### src/rtl/life_board_loader.sv
// -----------------------------------------------------------------------------
// life_board_loader
//
// Host-side writer for the 8x8 life array. A byte stream arriving over a
// valid/ready handshake is assembled into four 16-bit tile words (low byte
// first) and written through the array's tile port. The block also produces
// the generation-advance step pulse, periodically while run=1 or on demand
// via single_step. Stepping is held off while a board load is in progress.
//
// Ports
//   clk            system clock, rising edge
//   reset          asynchronous, active-low reset
//   in_data[7:0]   stream byte
//   in_sof         byte is the first byte of a board frame
//   in_valid       byte valid
//   in_ready       loader can accept a byte (registered)
//   run            enables periodic stepping
//   single_step    one-cycle request for a single step
//   vali[15:0]     tile word to the array (registered, holds outside writes)
//   vali_selector  tile index 0..3 (registered, holds outside writes)
//   write_enb      tile write strobe (one-cycle pulse)
//   step           generation-advance pulse (one-cycle pulse)
//   busy           a frame load is in progress
//   load_done      one-cycle pulse together with the tile 3 write
//   frame_err      one-cycle pulse on a protocol violation
// -----------------------------------------------------------------------------
module life_board_loader #(
  parameter int unsigned STEP_PERIOD = 25000000,
  parameter int unsigned CNT_W       = 32
) (
  input  logic        clk,
  input  logic        reset,
  input  logic [7:0]  in_data,
  input  logic        in_sof,
  input  logic        in_valid,
  output logic        in_ready,
  input  logic        run,
  input  logic        single_step,
  output logic [15:0] vali,
  output logic [1:0]  vali_selector,
  output logic        write_enb,
  output logic        step,
  output logic        busy,
  output logic        load_done,
  output logic        frame_err
);

  typedef enum logic [1:0] {
    IDLE  = 2'd0,
    LO    = 2'd1,
    HI    = 2'd2,
    WRITE = 2'd3
  } state_t;

  localparam logic [CNT_W-1:0] CNT_LAST = CNT_W'(STEP_PERIOD - 1);

  state_t           state;
  state_t           state_n;
  logic [1:0]       tile_idx;
  logic [7:0]       lo_byte;
  logic [CNT_W-1:0] step_cnt;
  logic             xfer;
  logic             step_req;

  assign xfer = in_valid && in_ready;
  assign busy = (state != IDLE);

  // ---------------------------------------------------------------------------
  // Next-state decode. An in_sof byte always (re)starts the frame as the tile 0
  // low byte, so any accepted in_sof byte leads to HI.
  // ---------------------------------------------------------------------------
  always_comb begin
    // NOTE: default assignment first so every path assigns state_n; without it
    // the missing branches would infer a latch.
    state_n = state;
    case (state)
      IDLE:    if (xfer && in_sof) state_n = HI;
      LO:      if (xfer)           state_n = HI;
      HI:      if (xfer)           state_n = in_sof ? HI : WRITE;
      WRITE:   state_n = (tile_idx == 2'd3) ? IDLE : LO;
      default: state_n = IDLE;
    endcase
  end

  // ---------------------------------------------------------------------------
  // Loader FSM with registered outputs. The tile word is registered on the
  // edge that accepts the high byte, so write_enb, vali and vali_selector are
  // all valid during the WRITE cycle itself.
  // ---------------------------------------------------------------------------
  always_ff @(posedge clk or negedge reset) begin
    if (!reset) begin
      state         <= IDLE;
      tile_idx      <= 2'd0;
      lo_byte       <= 8'h00;
      in_ready      <= 1'b0;
      vali          <= 16'h0000;
      vali_selector <= 2'd0;
      write_enb     <= 1'b0;
      load_done     <= 1'b0;
      frame_err     <= 1'b0;
    end else begin
      // NOTE: non-blocking assignments throughout sequential logic, so every
      // right-hand side sees the pre-edge value regardless of statement order.
      state     <= state_n;
      // WRITE is the only state that cannot take a byte.
      in_ready  <= (state_n != WRITE);
      write_enb <= 1'b0;
      load_done <= 1'b0;
      frame_err <= 1'b0;

      if (xfer) begin
        if (in_sof) begin
          // Start or restart: already-written tiles stay as they are.
          lo_byte   <= in_data;
          tile_idx  <= 2'd0;
          frame_err <= (state != IDLE);
        end else begin
          case (state)
            IDLE:    frame_err <= 1'b1;
            LO:      lo_byte   <= in_data;
            HI: begin
              vali          <= {in_data, lo_byte};
              vali_selector <= tile_idx;
              write_enb     <= 1'b1;
              load_done     <= (tile_idx == 2'd3);
            end
            default: ;
          endcase
        end
      end

      // Two-bit index wraps 3 -> 0 on the final tile.
      if (state == WRITE) tile_idx <= tile_idx + 2'd1;
    end
  end

  // ---------------------------------------------------------------------------
  // Step generator. Both request sources are only honoured in IDLE and share
  // one register, so a single_step coinciding with expiry yields one pulse.
  // Any busy cycle clears the counter, so after a load the full period runs
  // again before the next automatic step.
  // ---------------------------------------------------------------------------
  assign step_req = (state == IDLE) &&
                    (single_step || (run && (step_cnt == CNT_LAST)));

  always_ff @(posedge clk or negedge reset) begin
    if (!reset) begin
      step_cnt <= '0;
      step     <= 1'b0;
    end else begin
      step <= step_req;
      if (busy || !run || step_req) step_cnt <= '0;
      else                          step_cnt <= step_cnt + CNT_W'(1);
    end
  end

endmodule

### config.mk
export PLATFORM = sky130hd
export DESIGN_NAME = life_board_loader
export DESIGN_NICKNAME = d
export VERILOG_FILES = /design/src/rtl/life_board_loader.sv
export SDC_FILE = /design/constraint.sdc
export NUM_CORES = 1
export LEC_CHECK = 0
export CELL_PAD_IN_SITES_DETAIL_PLACEMENT = 2
export CELL_PAD_IN_SITES_GLOBAL_PLACEMENT = 2
export CORE_MARGIN = 3
export CORE_UTILIZATION = 33
export CTS_CLUSTER_SIZE = 40
export DETAILED_ROUTE_END_ITERATION = 10
export PLACE_DENSITY = 0.87
export SETUP_SLACK_MARGIN = 0.3
export SYNTH_ARGS = -nofsm -noshare
export SYNTH_HDL_FRONTEND = slang
export SYNTH_SLANG_ARGS = --single-unit
export TNS_END_PERCENT = 50
### constraint.sdc
create_clock -name clk -period 1.7 [get_ports clk]
set_input_delay 0.34 -clock clk [delete_from_list [all_inputs] [get_ports clk]]
set_output_delay 0.34 -clock clk [all_outputs]
set_load 0.02 [all_outputs]
Word level (Yosys, flattened, before mapping) --
Cells that the tools add are included.
Cells by class: multiplexer cells 21, add/subtract/negate cells 2, bitwise gates (word level) 1, equal/unequal tests 6, reduce and logical (&&, ||, !) cells 16
Operator list (count):
- $add A32 B1 Y32 const B | 1
- $eq A32 B25 Y1 const B | 1
- $mux W32 | 1
- $mux W8 | 2
- $mux W2 | 6
- $mux W1 | 11
- $pmux W2 S4 | 1
- $reduce_bool A2 Y1 | 4
- $eq A2 B2 Y1 const B | 3
- $logic_and A1 B1 Y1 | 4
- $reduce_and A2 Y1 | 2
- $logic_or A1 B1 Y1 | 3
- $reduce_and A3 Y1 | 1
- $add A2 B1 Y2 const B | 1
- $eq A2 B1 Y1 const B | 1
- $logic_not A2 Y1 | 1
- $ne A2 B2 Y1 const B | 1
- $logic_not A1 Y1 | 1
- $not A1 Y1 | 1
Storage, ports and cells: bits of input ports 14, flip-flop bits (word level) 67, logic and storage cells 57, output and inout bits 24

Logic depth before layout (Yosys ltp) --
depth in word-level cells 6, depth in mapped cells 7, gate-level depth less buffers 5

Least setup slack after synthesis --
Ideal clock, no wire load.
kind register to register, start point reg step_cnt[0], end point reg step_cnt[2], setup time 0.121 ns, slack 0.047 ns, buffers on the path 2, data arrival time 1.532 ns, stages on the path, launching flop included 8, period minus slack after synthesis 1.653 ns, data required time 1.579 ns, path through dfrtp_1 ha_1 buf_2 nor4b_1 nand4_1 o21ai_1 buf_2 nor2_1
On the way: word-level cells in the longest chain between the ends 6, elaborated cells between the ends (all ways) 7, those cells by class 1 x add/sub; 1 x eq/ne; 1 x mux; 4 x reduce/logical
Ends and longest elaborated chain:
- start: declaration | line 61 | logic [CNT_W-1:0] step_cnt;
- start signal: assignment | line 153 | else step_cnt <= step_cnt + CNT_W'(1);
- parallel branches: the longest is 5 deep, another holds $add A32 B1 Y32
- $mux W32 (*) | line 152 | if (busy || !run || step_req) step_cnt <= '0;
Mark *: on every way between the ends. A chain may end at the register's enable or synchronous reset.

Worst setup path after layout --
start point reg step_cnt[25], end point reg step_cnt[13]
On the way: word-level cells in the longest chain between the ends 6
Ends and longest elaborated chain:
- $eq A32 B25 Y1 | line 144 | (single_step || (run && (step_cnt == CNT_LAST)));
- $logic_and A1 B1 Y1 | line 144
- $logic_or A1 B1 Y1 | line 144
- $logic_and A1 B1 Y1 | line 143 | assign step_req = (state == IDLE) &&
- $logic_or A1 B1 Y1 | line 152
- $mux W32 | line 152
No other way between the ends.

==> results.md <==
* # diodes at 0
* Crit path arrival time at 1990 ps
* Clock Latency Late Sink at 360 ps
* EDFF count, synth at 0
* Die width at 103 um
* Clock Pin Slew Worst Setup and Hold Paths at 90 ps
* Static leakage at approximately 1.9 nW
* Post-Place Cell Area at 0.00383 sq mm
* Share of synthesized registers carrying an async set or reset at 100%
* Crit-path max FO at 5
* Crit Reg-Reg Startpoint: step_cnt[25]
* Starting Density at 34.6%
* Count of warnings emitted by yosys at 0
* Kind of critical path: reg2reg
* Sequential fraction of the synthesis area at about 55%
* First-pass GRT wire length at 19.2 mm
* CP Buf/Inv Count at 2
* Sequential Power Share at 40.2%
* Fraction of layout cells with a size suffix above 1 at between 40 and 50%
* Final Instance Area at roughly 0.0044 sq mm
* Syn Area/Cell at 11.4 sq um
* Crit start category: register
* Switching share of power at a little over a third
* Crit share post-route at 104%
* Routed Antenna Nets at 0
* Top delay family on crit path: simple AND/OR/NAND/NOR gates
* Switch Pwr at between 0.0015 and 0.002 W
* Vias per Instance at 5.71
* Final hold vios at 14
* Power per Cell Area at approximately 1300 mW/mm^2
* Io pins at 38
* Internal at 0.00360 W
* Vias at 2700
* Number of global-route vias before repair at 3124
* RSZ-0062 raised after global routing: true
* CTS Buffer Depth at 2
* Synth Flop Type: dfrtp_1
* Synth unique cells at 35
* Violated checks: negative hold slack, negative setup slack
* Largest stage delay, worst path at 470 ps
* VDD IR max at 727 uV
* Total of max-cap violations at 0
* Comb power frac at 32.0%
* Total CTS buffers at 9
* Slew Viols, Final at 0
* HPWL after DPL at 6.48 mm
* Place WS at -528 ps
* Grt total ovfl at 0
* Synthesized area at 0.00308 sq mm
* Iter 0 DRT Violations at 120
* Avg WL per Cell at 26.4 um
* Cts hold-fix bufs at 0
* Layout Skew at 14.7 ps
* Relative slew margins at around three quarters
* Kind of end point of the critical path: register
* Worst Max-Slew Pin Slew at 390 ps
* Synthesis-to-finish area growth at 43.0%
* CP max stage cell: dfrtp_2
* CP startpoint: step_cnt[25]
* DIE AREA at ~0.011 sq mm
* Status: complete, but fails checks
* TritonRoute pass-1 iters at 4
* TritonCTS sink count at 67
* Core Rows at 34
* Post-Syn Nets at 286
* Post-synth top area share at 54.5%
* Port bufs at 37
* Final setup fails at 32
* Placer Congestion at 0.822
* Initial antenna violation count at 0
* Fin worst setup slack at -70.6 ps
* DRC violations left at 0
* Hold crit path type: in2async
* Clock Power Share at 27.8%
* Cells after Synth at between 200 and 300
* Max Fclk at 565 MHz
* Synth area leader: dfrtp_1
* Final Critical Period at 1770 ps
* Largest net degree at the start of global routing at 68
* Register bit total from synthesis at 67
* TritonCTS clock tree: yes
* Core area at between 0.008 and 0.009 sq mm
* Die outline height at 103 um
* Critical path cell sequence: nor4b_4 > nand4_1 > o21ai_4 > buf_4 > buf_6 > a21oi_2
* Clock root buffer: clkbuf_8
* Fillers at roughly 850
* Aggregate routed wire length at 12.5 mm
* Max H-tree Level at 3
* Worst path required time at 1920 ps
* Tot GR Track Use at 25.0%
* Nets at around 380
* Top post-synthesis cells by area: dfrtp_1 55%, mux2_2 9.5%, a21oi_1 3.1%
* Fin Hold WS at -13.7 ps
worst register-to-register path: stages (launching register included):
cell,delay [ps]
dfrtp_2,470
nor4b_4,310
nand4_1,260
o21ai_4,240
buf_4,160
buf_6,140
a21oi_2,50
flip-flops by register name, indices dropped and copies added (netlist names):
signal / cells
frame_err: 1
in_ready: 1
lo_byte: 8
load_done: 1
state: 2
step: 1
step_cnt: 32
tile_idx: 2
vali: 16
vali_selector: 2
write_enb: 1
cell usage in the layout (no fill, tap or decap), types with 4 or more instances in the layout:
master and count:
dfrtp_1 62, buf_4 45, mux2_2 17, nand2_1 13, nand4_1 12, nor2_1 11, o21ai_0 11, a21oi_1 11
nand3_1 11, clkdlybuf4s50_1 11, clkbuf_2 10, o31ai_1 9, or3_1 9, mux2_4 9, clkbuf_8 9, or4_1 8
a21oi_2 8, xor2_1 8, buf_6 8, clkdlybuf4s15_2 6, clkdlybuf4s15_1 5, dfrtp_2 5, inv_1 4, buf_12 4
layer usage:
layer | global-route usage, % | wire [um] | up-vias
met5 | 0 | 0 | -
met4 | 9.99 | 372 | 0
met3 | 6.09 | 512 | 26
met2 | 43.0 | 6530 | 81
met1 | 30.1 | 5070 | 1425
li1 | - | - | 1168
final timing paths:
kind | to | slack (ps) | cells past startpoint
max in group asynchronous | state[1] | 1370 | 2
hold reg to reg | vali[14] | 520 | 1
min in group clk | vali[14] | 520 | 1
setup / recovery | step_cnt[13] | -70 | 6
hold / removal | step_cnt[25] | -10 | 2
setup reg to reg | step_cnt[13] | -70 | 6
power by group through the flow:
stage          logic [W]  clock network, W  registers, W
6_report         0.00178           0.00155       0.00224
5_1_grt          0.00189           0.00162       0.00228
4_1_cts          0.00175           0.00154       0.00219
3_5_place_dp     0.00164                 0       0.00219
3_3_place_gp     0.00158                 0       0.00215
2_1_floorplan   0.000549                 0       0.00242
cells in the mapped netlist (2+ instances only):
library cell	n
buf_4	3
xor2_1	8
or3_1	10
and4_1	5
nor4b_1	4
nor2_1	17
and2_1	5
nand4_1	12
ha_1	2
o21ai_1	2
o31ai_1	9
nand3_1	12
o21ai_0	11
nand2_1	13
buf_2	8
inv_1	5
or4_1	9
o21a_1	3
a21oi_1	19
nand4_4	3
clkbuf_1	3
xnor2_1	3
mux2_2	26
dfrtp_1	67
cell families after synthesis:
group / after synthesis / synth area share [%]
AND/OR/NAND/NOR: 98 / 19.9
multiplexers: 26 / 9.52
XOR/XNOR: 11 / 3.13
buffers and inverters: 20 / 3.38
adder cells (fa/ha/maj): 2 / 0.814
flip-flops: 67 / 54.5
AO/OA/AOI/OAI: 46 / 8.71
what timing repair did:
item	CTS	global route
pin swaps	8	11
buffers inserted	13	3
gates resized for setup	108	32
setup endpoints to repair	84	74
cloned	3	0
per-stage QoR:
stage | power (W) | setup TNS [ps] | util (%) | std cells
after floorplan | 0.00297 | 0 | - | 270
after global placement | 0.00373 | -5720 | 43.0 | 438
after detailed placement | 0.00383 | -19050 | 43.0 | 438
after CTS | 0.00549 | -898 | 49.0 | 470
after global routing | 0.00579 | -3840 | 49.5 | 473
final | 0.00556 | -1420 | 49.5 | 473
area by class of cell:
cell class	count	area [sq um]	share of cell area, %
Tap cell	108	135	3.07
Timing Repair Buffer	94	825	18.8
Sequential cell	67	1680	38.3
Multi-Input combinational cell	183	1520	34.5
Inverter	5	18.8	0.427
Clock buffer	10	128	2.90
Clock inverter	6	88.8	2.02
Power figures use the tool's default switching activity.
